==> src/rtl/ucy_7490.sv <==
// ucy_7490: clocked, pin-compatible model of the UCY7490 decade counter.
// QA is the /2 section (clocked by CKA falls), {QD,QC,QB} the /5 section
// (clocked by CKB falls). Falling pin edges are detected against the system
// clock, registered once, then applied to the counter state, which drives
// the Q pins directly.
module ucy_7490 #(
    parameter int SYNC_STAGES = 0
) (
    input  logic clk,
    input  logic rst,
    input  logic p1,
    input  logic p2,
    input  logic p3,
    input  logic p4,
    input  logic p5,
    input  logic p6,
    input  logic p7,
    output logic p8,
    output logic p9,
    input  logic p10,
    output logic p11,
    output logic p12,
    input  logic p13,
    input  logic p14
);

    // Power and no-connect pins have no function in the model.
    logic unused_pins;
    assign unused_pins = ^{p4, p5, p10, p13};

    // Pin bundle: {CKA, R9(2), R9(1), R0(2), R0(1), CKB}
    logic [5:0] pins_raw;
    logic [5:0] pins_p0;
    assign pins_raw = {p14, p7, p6, p3, p2, p1};

    generate
        if (SYNC_STAGES > 0) begin : g_sync
            logic [5:0] sync_q [SYNC_STAGES];

            // Synchroniser chain for all functional input pins.
            always_ff @(posedge clk or posedge rst) begin
                if (rst) begin
                    for (int i = 0; i < SYNC_STAGES; i++) begin
                        sync_q[i] <= '0;
                    end
                end else begin
                    sync_q[0] <= pins_raw;
                    for (int i = 1; i < SYNC_STAGES; i++) begin
                        sync_q[i] <= sync_q[i-1];
                    end
                end
            end

            assign pins_p0 = sync_q[SYNC_STAGES-1];
        end else begin : g_nosync
            assign pins_p0 = pins_raw;
        end
    endgenerate

    // ---- stage p0: pin levels in the clk domain, edge detect ----
    logic ckb_p0, cka_p0;
    logic r0_p0, r9_p0;
    logic hist_a_p1, hist_b_p1;
    logic fall_a_p0, fall_b_p0;

    assign ckb_p0    = pins_p0[0];
    assign r0_p0     = pins_p0[1] & pins_p0[2];
    assign r9_p0     = pins_p0[3] & pins_p0[4];
    assign cka_p0    = pins_p0[5];
    assign fall_a_p0 = hist_a_p1 & ~cka_p0;
    assign fall_b_p0 = hist_b_p1 & ~ckb_p0;

    // ---- stage p1: edge history and registered, reset-qualified falls ----
    logic fall_a_p1, fall_b_p1;

    // History always follows the pins; an edge seen while R0/R9 is active is dropped here.
    always_ff @(posedge clk or posedge rst) begin
        if (rst) begin
            hist_a_p1 <= 1'b0;
            hist_b_p1 <= 1'b0;
            fall_a_p1 <= 1'b0;
            fall_b_p1 <= 1'b0;
        end else begin
            hist_a_p1 <= cka_p0;
            hist_b_p1 <= ckb_p0;
            fall_a_p1 <= fall_a_p0 & ~r0_p0 & ~r9_p0;
            fall_b_p1 <= fall_b_p0 & ~r0_p0 & ~r9_p0;
        end
    end

    // /5 section successor; codes 5..7 recover to 0.
    function automatic logic [2:0] next_quinary(input logic [2:0] cur);
        logic [2:0] nxt;
        if (cur >= 3'd4) nxt = 3'd0;
        else             nxt = cur + 3'd1;
        return nxt;
    endfunction

    // ---- stage p2: counter state, drives the Q pins ----
    logic       qa_p2;
    logic [2:0] qs_p2;

    // R9 beats R0, which beats counting; the two sections advance independently.
    always_ff @(posedge clk or posedge rst) begin
        if (rst) begin
            qa_p2 <= 1'b0;
            qs_p2 <= 3'd0;
        end else if (r9_p0) begin
            qa_p2 <= 1'b1;
            qs_p2 <= 3'd4;
        end else if (r0_p0) begin
            qa_p2 <= 1'b0;
            qs_p2 <= 3'd0;
        end else begin
            if (fall_a_p1) qa_p2 <= ~qa_p2;
            if (fall_b_p1) qs_p2 <= next_quinary(qs_p2);
        end
    end

    assign p12 = qa_p2;
    assign p9  = qs_p2[0];
    assign p8  = qs_p2[1];
    assign p11 = qs_p2[2];

endmodule
==> config.mk <==
export PLATFORM = sky130hd
export DESIGN_NAME = ucy_7490
export DESIGN_NICKNAME = d
export VERILOG_FILES = /design/src/rtl/ucy_7490.sv
export SDC_FILE = /design/constraint.sdc
export NUM_CORES = 1
export LEC_CHECK = 0
export ABC_CLOCK_PERIOD_IN_PS = 1700
export CORE_AREA = 2 2 39 41
export DETAILED_ROUTE_END_ITERATION = 8
export DIE_AREA = 0 0 41 43
export PLACE_DENSITY = 0.63
export SLEW_MARGIN = 20
export SYNTH_ARGS = -nofsm -noshare
export SYNTH_HDL_FRONTEND = slang
export SYNTH_SLANG_ARGS = --single-unit
==> constraint.sdc <==
create_clock -name clk -period 1.7 [get_ports clk]
set_input_delay 0.34 -clock clk [delete_from_list [all_inputs] [get_ports clk]]
set_output_delay 0.34 -clock clk [all_outputs]
set_load 0.01 [all_outputs]
==> impl_metrics.tcl <==
set metrics [dict create \
    clkTransAtPathRegs_ns 0.05 \
    synth_common_cells "8 x dfrtp_1, 3 x inv_1" \
    fmax_mhz 645 \
    overflow 0 \
    timing.rr.start "qs_p2[0]$_DFFE_PP0P_" \
    yosysSeqAreaShare 0.580 \
    vias_per_cell 4.32 \
    rows 14 \
    cts_buffers 3 \
    clock_path_buffers 2 \
    ioPinCount 16 \
    cts_tree "done" \
    finalSetupTns_ns 0 \
    maxCapViolCount 0 \
    grt_max_degree 9 \
    rsz0062_at_grt "false" \
    maxSlewHeadroom 0.812 \
    drive_gt1_frac 0.0930 \
    cts-resized-gates 0 \
    cp_top_family "buffers and inverters" \
    hold_viol 0 \
    drt_first_iter_violations 3 \
    synth_cells 29 \
    synth_top_area_cell "dfrtp_1" \
    switchingPower_uw 91.7 \
    drv_slew 0 \
    wl_microns 606 \
    dp_hpwl_microns 514 \
    drt_pass1_iterations 4 \
    stdcell_count 59 \
    fin_crit_sh 0.911 \
    critical_path_class "register to primary output" \
    drc 0 \
    required_ns 1.36 \
    setup_slack_ns 0.151 \
    setup_viol 0 \
    dp_cells 56 \
    worstMarginPinSlew_ns 0.281 \
    finalNetCount 59 \
    crit_start "qs_p2[2]$_DFFE_PP0P_" \
    post-synth-top-count-cell "dfrtp_1" \
    die_w_microns 41 \
    crit_path_start_kind "register" \
    skew_ns 0.00247 \
    clockPowerShare 0.317 \
    io_buffers 11 \
    crit_fanout 5 \
    cp_cell_sequence "clkdlybuf4s50_1" \
    cts_root_buffer "clkbuf_4" \
    worstSkewPairLatency_ns 0.24 \
    r2r_slack_ns 0.65 \
    synthToLayoutAreaGrowth_pct 44.2 \
    grt_pass1_vias 232 \
    yosys-top-cells-area "dfrtp_1 58%, ha_1 7.2%, a22o_1 5.1%" \
    p_leak_nw 0.209 \
    syn_nets 43 \
    grtUsageMet2 0.119 \
    yosysWarningCount 0 \
    vias 255 \
    n_antenna_cell 0 \
    grtUsageTotal 0.0815 \
    status "completed" \
    crit_path_top_delay_cell "clkdlybuf4s50_1" \
    drt-wirelength-per-cell_microns 10.3 \
    synthArstFlopShare 1.00 \
    htreeDepth 1 \
    post-place-ws_ns 0.312 \
    initial_core_util 0.250 \
    finalCriticalPeriod_ns 1.55 \
    grt.met1_usage 0.101 \
    switching_share 0.218 \
    synth-edff-count 0 \
    ys_ff_latch 8 \
    fp.dieArea_sq_mm 0.00176 \
    power_density_mw_per_mm2 845 \
    ir_drop_mv 0.404 \
    busiest_layer "met2" \
    cellInternalPower_uw 329 \
    antenna_found_initial 0 \
    postSynthAreaPerCell_sq_um 11.9 \
    antenna_left 0 \
    end_kind "primary output" \
    cts_setup_buffers 0 \
    timing.critical_path.buf_inv 1 \
    hold_buffers 0 \
    power_frac_comb 0.169 \
    grt_use_met3 0.0471 \
    gp_congestion 0.664 \
    p_seq_frac 0.514 \
    synth_cell_types 14 \
    yosysTopAreaCellShare 0.580 \
    core_sq_mm 0.00138 \
    arrival_ns 1.21 \
    post-route-util 0.360 \
    syn_area_sq_um 345 \
    fp.dieH_microns 43 \
    holdCritPathClass "input port to async pin" \
    cts_sinks 8 \
    synthFlopType "dfrtp_1" \
    slowest_delay_ns 0.56 \
    grt_pass1_wl_microns 945 \
]
## power by group through the flow
stage | logic (mW) | registers (mW) | clock network [mW]
final | 0.0712 | 0.216 | 0.133
after detailed placement | 0.0727 | 0.220 | 0
after global placement | 0.0716 | 0.219 | 0
after CTS | 0.0730 | 0.217 | 0.139
after global routing | 0.0778 | 0.218 | 0.159
after floorplan | 0.0262 | 0.221 | 0
## final timing paths
check,end,depth (start not counted)
max reg2reg,qs_p2[1]$_DFFE_PP0P_,4
min in group clk,fall_a_p1$_DFF_PP0_,1
max,p11,1
max in group asynchronous,fall_a_p1$_DFF_PP0_,2
min reg2reg,fall_a_p1$_DFF_PP0_,1
min,p12$_DFFE_PP0P_,2
## logic make-up after synthesis
group	after synthesis	share of synthesized area
flip-flops	8	0.580
buffers and inverters	3	0.0326
AO/OA/AOI/OAI	7	0.134
adder cells (fa/ha/maj)	2	0.0725
AND/OR/NAND/NOR	8	0.156
XOR/XNOR	1	0.0254
## registers in the layout, summed over array words and instances, names as in the netlist
signal     flops
hist_b_p1      1
hist_a_p1      1
fall_a_p1      1
p12            1
qs_p2          3
fall_b_p1      1
## cells in the final DEF (no fill, tap or decap), drive strengths merged, types with 2 or more instances in the layout
cell type,Yosys,final
clkdlybuf4s50,0,11
dfrtp,8,8
inv,3,3
clkbuf,0,3
a21oi,3,3
nand2b,2,2
a22o,2,2
o21ai,2,2
nor3b,2,2
ha,2,2
## cell type report
type / instances / area [sq um]
fill: 142 / 886
sequential: 8 / 200
inverter: 3 / 11.3
tap: 16 / 20.0
clock buffer: 3 / 22.5
timing repair buffer: 11 / 110
multi-input combinational: 18 / 134
## routing by layer
layer / part of all wire / up-vias
met5: 0 / -
met3: 0.050 / 0
met4: 0 / 0
met2: 0.52 / 8
li1: - / 127
met1: 0.43 / 120
## through the flow
stage          total power [mW]  hold slack [ns]  cell area (sq um)
4_1_cts                   0.428            0.339                498
6_report                  0.421            0.331                498
5_1_grt                   0.454            0.363                498
3_3_place_gp              0.290            0.504                475
3_5_place_dp              0.292            0.520                475
2_1_floorplan             0.247            0.156                345
Note: power is estimated with default switching activity, not from simulation.
